==> src/rtl/systolic_tile_ctrl.sv <==
// Tile sequencer for the systolic array: per input-channel pass it loads weights, streams rows,
// then drains the array while issuing bias/obuf reads and obuf writes aligned to the array latency.
module systolic_tile_ctrl #(
  parameter int ADDR_WIDTH = 16,
  parameter int CNT_WIDTH  = 16,
  parameter int PIPE_LAT   = 6
) (
  input  logic                  clk,
  input  logic                  reset,
  input  logic                  start,
  input  logic [CNT_WIDTH-1:0]  cfg_num_ic,
  input  logic [CNT_WIDTH-1:0]  cfg_num_rows,
  input  logic [ADDR_WIDTH-1:0] cfg_ibuf_base,
  input  logic [ADDR_WIDTH-1:0] cfg_wbuf_base,
  input  logic [ADDR_WIDTH-1:0] cfg_obuf_base,
  input  logic                  cfg_bias_en,
  output logic                  busy,
  output logic                  done,
  output logic                  ibuf_read_req,
  output logic [ADDR_WIDTH-1:0] ibuf_read_addr,
  output logic                  wbuf_read_req,
  output logic [ADDR_WIDTH-1:0] wbuf_read_addr,
  output logic                  bbuf_read_req,
  output logic [ADDR_WIDTH-1:0] bbuf_read_addr,
  output logic                  obuf_read_req,
  output logic [ADDR_WIDTH-1:0] obuf_read_addr,
  output logic                  obuf_write_req,
  output logic [ADDR_WIDTH-1:0] obuf_write_addr,
  output logic                  acc_first,
  output logic                  acc_clear
);

  typedef enum logic [2:0] {S_IDLE, S_WGT, S_STREAM, S_DRAIN, S_DONE} state_t;

  state_t                r_state;
  state_t                w_next_state;
  logic [CNT_WIDTH-1:0]  r_num_ic;
  logic [CNT_WIDTH-1:0]  r_num_rows;
  logic [ADDR_WIDTH-1:0] r_wbuf_base;
  logic [ADDR_WIDTH-1:0] r_obuf_base;
  logic                  r_bias_en;
  logic [CNT_WIDTH-1:0]  r_ic;
  logic [CNT_WIDTH-1:0]  r_row;
  logic [CNT_WIDTH-1:0]  r_drain;
  logic [ADDR_WIDTH-1:0] r_ibuf_addr;
  logic [PIPE_LAT:1]     r_tag_vld;
  logic [PIPE_LAT:1]     r_tag_first;
  logic [CNT_WIDTH-1:0]  r_tag_row [1:PIPE_LAT];

  logic w_accept;
  logic w_last_row;
  logic w_last_drain;
  logic w_last_ic;

  assign w_accept     = (r_state == S_IDLE) && start;
  assign w_last_row   = (r_row == r_num_rows - {{(CNT_WIDTH-1){1'b0}}, 1'b1});
  assign w_last_drain = (r_drain == CNT_WIDTH'(PIPE_LAT - 1));
  assign w_last_ic    = (r_ic == r_num_ic - {{(CNT_WIDTH-1){1'b0}}, 1'b1});

  always_ff @(posedge clk) begin
    if (reset) r_state <= S_IDLE;
    else       r_state <= w_next_state;
  end

  always_comb begin
    w_next_state = r_state;
    case (r_state)
      S_IDLE: begin
        if (start) begin
          if ((cfg_num_ic == '0) || (cfg_num_rows == '0)) w_next_state = S_DONE;
          else                                            w_next_state = S_WGT;
        end else begin
          w_next_state = S_IDLE;
        end
      end
      S_WGT:    w_next_state = S_STREAM;
      S_STREAM: w_next_state = w_last_row ? S_DRAIN : S_STREAM;
      S_DRAIN: begin
        if (w_last_drain) w_next_state = w_last_ic ? S_DONE : S_WGT;
        else              w_next_state = S_DRAIN;
      end
      S_DONE:   w_next_state = S_IDLE;
      default:  w_next_state = S_IDLE;
    endcase
  end

  // The ibuf address runs straight through all passes, which equals base + ic*R + r without a multiplier.
  always_ff @(posedge clk) begin
    if (reset) begin
      r_num_ic    <= '0;
      r_num_rows  <= '0;
      r_wbuf_base <= '0;
      r_obuf_base <= '0;
      r_bias_en   <= 1'b0;
      r_ic        <= '0;
      r_row       <= '0;
      r_drain     <= '0;
      r_ibuf_addr <= '0;
    end else begin
      if (w_accept) begin
        r_num_ic    <= cfg_num_ic;
        r_num_rows  <= cfg_num_rows;
        r_wbuf_base <= cfg_wbuf_base;
        r_obuf_base <= cfg_obuf_base;
        r_bias_en   <= cfg_bias_en;
        r_ic        <= '0;
        r_row       <= '0;
        r_drain     <= '0;
        r_ibuf_addr <= cfg_ibuf_base;
      end
      if (r_state == S_STREAM) begin
        r_ibuf_addr <= r_ibuf_addr + {{(ADDR_WIDTH-1){1'b0}}, 1'b1};
        r_row       <= w_last_row ? '0 : r_row + {{(CNT_WIDTH-1){1'b0}}, 1'b1};
      end
      if (r_state == S_DRAIN) begin
        r_drain <= w_last_drain ? '0 : r_drain + {{(CNT_WIDTH-1){1'b0}}, 1'b1};
        if (w_last_drain && !w_last_ic) r_ic <= r_ic + {{(CNT_WIDTH-1){1'b0}}, 1'b1};
      end
    end
  end

  always_ff @(posedge clk) begin
    if (reset) begin
      r_tag_vld   <= '0;
      r_tag_first <= '0;
      for (int i = 1; i <= PIPE_LAT; i++) r_tag_row[i] <= '0;
    end else begin
      r_tag_vld[1]   <= (r_state == S_STREAM);
      r_tag_first[1] <= (r_ic == '0);
      r_tag_row[1]   <= r_row;
      for (int i = 2; i <= PIPE_LAT; i++) begin
        r_tag_vld[i]   <= r_tag_vld[i-1];
        r_tag_first[i] <= r_tag_first[i-1];
        r_tag_row[i]   <= r_tag_row[i-1];
      end
    end
  end

  // Stage PIPE_LAT-1 fetches the accumulate operand one cycle ahead of the stage PIPE_LAT write.
  always_comb begin
    busy            = (r_state != S_IDLE);
    done            = (r_state == S_DONE);
    acc_clear       = (r_state == S_DONE);
    wbuf_read_req   = (r_state == S_WGT);
    wbuf_read_addr  = wbuf_read_req ? (r_wbuf_base + ADDR_WIDTH'(r_ic)) : '0;
    ibuf_read_req   = (r_state == S_STREAM);
    ibuf_read_addr  = ibuf_read_req ? r_ibuf_addr : '0;
    obuf_read_req   = r_tag_vld[PIPE_LAT-1] && !r_tag_first[PIPE_LAT-1];
    bbuf_read_req   = r_tag_vld[PIPE_LAT-1] && r_tag_first[PIPE_LAT-1] && r_bias_en;
    obuf_read_addr  = obuf_read_req ? (r_obuf_base + ADDR_WIDTH'(r_tag_row[PIPE_LAT-1])) : '0;
    bbuf_read_addr  = bbuf_read_req ? (r_obuf_base + ADDR_WIDTH'(r_tag_row[PIPE_LAT-1])) : '0;
    obuf_write_req  = r_tag_vld[PIPE_LAT];
    obuf_write_addr = obuf_write_req ? (r_obuf_base + ADDR_WIDTH'(r_tag_row[PIPE_LAT])) : '0;
    acc_first       = r_tag_vld[PIPE_LAT] && r_tag_first[PIPE_LAT];
  end

endmodule
==> config.mk <==
export PLATFORM = sky130hd
export DESIGN_NAME = systolic_tile_ctrl
export DESIGN_NICKNAME = d
export VERILOG_FILES = /design/src/rtl/systolic_tile_ctrl.sv
export SDC_FILE = /design/constraint.sdc
export NUM_CORES = 1
export LEC_CHECK = 0
export CAP_MARGIN = 20
export CORE_AREA = 2 2 169 171
export DETAILED_ROUTE_END_ITERATION = 10
export DIE_AREA = 0 0 171 173
export DONT_BUFFER_PORTS = 1
export GPL_TIMING_DRIVEN = 0
export HOLD_SLACK_MARGIN = 0.15
export RECOVER_POWER = 25
export SLEW_MARGIN = 20
export SYNTH_ARGS = -nofsm -noshare
export SYNTH_HDL_FRONTEND = slang
export SYNTH_SLANG_ARGS = --single-unit
==> constraint.sdc <==
create_clock -name clk -period 4.3 [get_ports clk]
set_input_delay 1.29 -clock clk [delete_from_list [all_inputs] [get_ports clk]]
set_output_delay 1.29 -clock clk [all_outputs]
set_load 0.01 [all_outputs]
==> metrics.md <==
| Metric | Value |
|---|---|
| Main synth FF type | `dfxtp_1` |
| WHS Path Cells | `1` |
| Dpl hpwl | `22.7 mm` |
| Gate count of the mapped netlist | `1502` |
| Gr ovfl total | `0` |
| TritonCTS clock tree | `yes` |
| Post-synthesis cell type count | `79` |
| EDFF count, synth | `0` |
| Core box area | `27600 um^2` |
| Synthesized area | `12400 um^2` |
| R2r endpoint | `r_ic[3]` |
| Req. time, crit path | `around 3 ns` |
| Drt initial violations | `605` |
| Max transition margin | `between 30% and 40%` |
| Net Count, Synth | `1642` |
| Run status | `complete, no violations` |
| Final Max Slew Viols | `0` |
| Largest net degree at the start of global routing | `15` |
| Commonest non-fill, non-tap cell in the layout | `dfxtp_1` |
| Routability Congestion | `0.894` |
| Post-layout min period | `4.25 ns` |
| Worst vdd ir | `288 uV` |
| # H-tree levels | `1` |
| Post-synth ARST share | `0%` |
| Initial antenna violation count | `0` |
| R2r worst-path depth | `11` |
| Cells along the critical path | `ha_4 -> a211oi_2 -> o21bai_1 -> a31o_2 -> a311o_1 -> nand4_1 -> a21oi_2 -> or3_4 -> a21oi_4` |
| DIE WIDTH | `~170 um` |
| Setup violations, final | `0` |
| Routed wire length | `30.7 mm` |
| Layout Nets | `roughly 1700` |
| Overall Power | `5.47 mW` |
| Warnings, synthesis | `0` |
| Clock Path Buffers | `3` |
| DRC | `0` |
| Share of layout cells above drive strength 1 | `8.97%` |
| CTS Sinks | `240` |
| Lkg Pwr | `5.51 nW` |
| Worst min path class | `reg -> reg` |
| Clock Root Buffer | `clkbuf_16` |
| DP Area | `between 10000 and 15000 um^2` |
| Area Growth Syn to Fin | `14.2%` |
| Most frequent cells in the layout | `dfxtp_1, nand2_1, a21oi_1` |
| Max-cap violations | `0` |
| Setup_tns | `0 ns` |
| Wire per inst | `15.8 um` |
| Die span in y | `173 um` |
| Hold Path End | `r_tag_row[0][71]` |
| Final Worst Setup Slack | `0.0545 ns` |
| Critical path class | `reg -> out` |
| Pre-antenna DRT Iters | `5` |
| Num rows | `61` |
| Port buffer count | `0` |
| Post-DR vias/cell | `5.40` |
| Vias | `10500` |
| RSZ-0062 raised after global routing | `yes` |
| Crit start category | `register` |
| Pre-CTS setup slack | `0.0728 ns` |
| Die ar. | `29600 um^2` |
| Final period util | `98.7%` |
| Starting Density | `44.8%` |
| Fmax | `around 240 MHz` |
| Slew at the pin with the worst max-slew slack | `0.946 ns` |
| Syn Area/Cell | `~8.2 um^2` |
| Clk Latency, worst-skew pair | `0.54 ns` |
| P per Cell Area | `just under 400 nW/um^2` |
| First-pass GRT wire length | `around 50 mm` |
| Design area | `14100 um^2` |
| Sequential fraction of the synthesis area | `38.8%` |
| Final ANT Viol Nets | `0` |
| Final Hold Viols | `0` |
| CTS clock-pin slew for the worst setup and hold paths | `0.06 ns` |
| Hold_sp | `r_tag_row[0][55]` |
| Critical path's largest stage delay | `0.40 ns` |
| Reg2Reg Setup Slack | `1.23 ns` |
| I/O pin count | `between 150 and 200` |
| Start of the worst register-to-register path | `r_num_ic[0]` |
| Clock Skew | `0.00968 ns` |
| CTS Buf Count | `27` |
| Seq cells post-synth | `240` |
| Crit path max fanout | `3` |
| Critical path's top delay family | `compound AO/OA/AOI/OAI gates` |
| Number of global-route vias before repair | `about 9700` |
| WP buf/inv | `0` |
| Crit-path slowest cell | `or3_4` |
| N_diodes | `0` |
| Critical path capture point type | `output port` |
| Global-route usage over all layers | `20.0%` |
| Worst EP arrival | `2.96 ns` |
-- worst register-to-register path, delay by kind of cell (launching register included) --
| family | cells | cell delay, ns |
|---|---|---|
| AOI/OAI and AO/OA | 3 | 0.31 |
| adders and majority gates | 1 | 0.23 |
| buffers and inverters | 2 | 0.30 |
| DFF | 1 | 0.38 |
| and+or+nand+nor | 5 | 1.73 |
-- power breakdown --
group / internal [mW] / total [mW] / switching (mW)
registers: 2.29 / 2.36 / 0.0731
logic: 0.233 / 0.647 / 0.413
clock network: 1.53 / 2.46 / 0.938
-- stage by stage --
step / hold slack (ns) / instances / util (%)
2_1_floorplan: 0.414 / 1502 / -
3_3_place_gp: 0.416 / 1880 / 46.5
3_5_place_dp: 0.420 / 1880 / 46.5
4_1_cts: 0.433 / 1933 / 50.5
5_1_grt: 0.448 / 1938 / 51.2
6_report: 0.430 / 1938 / 51.2
-- logic make-up (layout without fill, tap and decap cells) --
logic type | after synthesis | after routing | share of synthesized area (%)
buffers and inverters | 117 | 175 | 4.21
and+or+nand+nor | 670 | 670 | 27.8
AOI/OAI and AO/OA | 326 | 326 | 16.6
xor gates and xnor gates | 84 | 84 | 5.94
DFF | 240 | 240 | 38.8
muxes | 9 | 9 | 0.738
adders and majority gates | 56 | 56 | 5.84
-- Yosys cell counts, types with 31 or more instances --
| cell type | instances | area share, % |
|---|---|---|
| and3_1 | 37 | 1.9 |
| nor3_1 | 36 | 1.5 |
| ha_1 | 53 | 5.4 |
| xnor2_1 | 46 | 3.3 |
| a21oi_1 | 124 | 5.0 |
| dfxtp_1 | 240 | 39 |
| inv_1 | 31 | 0.94 |
| nor2_1 | 122 | 3.7 |
| nor2b_1 | 112 | 5.7 |
| xor2_1 | 38 | 2.7 |
| o21ai_0 | 51 | 2.1 |
| nand2_1 | 201 | 6.1 |
| clkbuf_1 | 69 | 2.1 |
| nand3_1 | 43 | 1.7 |
-- registers in the layout, summed over array words and instances, names as in the netlist --
signal       flops
r_state          3
r_tag_first      6
r_wbuf_base     16
r_bias_en        1
r_ic            16
r_num_rows      16
r_tag_row       96
r_tag_vld        6
r_row           16
r_drain         16
r_ibuf_addr     16
r_num_ic        16
r_obuf_base     16
-- layer usage --
layer  track usage [%]  wire [um]  vias up
li1                  -          -     5341
met1              26.9      14200     4793
met2              32.5      13700      280
met3              4.28       2080       48
met4              5.44        699        0
met5                 0          0        -
-- how the worst max path moves through the flow --
stage | start | endpoint | cells after the start
CTS | r_obuf_base[1] | obuf_read_addr[15] | 9
global route | r_wbuf_base[1] | wbuf_read_addr[15] | 9
floorplan | r_ic[0] | wbuf_read_addr[14] | 10
global placement | r_ic[0] | wbuf_read_addr[14] | 10
detailed placement | r_ic[0] | wbuf_read_addr[14] | 10
finish | r_wbuf_base[1] | wbuf_read_addr[15] | 9
-- cell type report --
cell class | count | area (um^2)
buffer | 86 | 398
inverter | 31 | 116
clock inverter | 10 | 150
timing repair buffer | 8 | 60.1
fill | 2655 | 13500
clock buffer | 40 | 835
tap | 378 | 473
multi-input combinational | 1145 | 7280
sequential | 240 | 4820
-- what timing repair did --
| action | in CTS | in global routing |
|---|---|---|
| hold buffers | 0 | 0 |
| pin swaps | 12 | 20 |
| setup buffers | 3 | 5 |
| resized for setup | 26 | 35 |
| setup endpoints to repair | 16 | 10 |
Power figures use the tool's default switching activity.
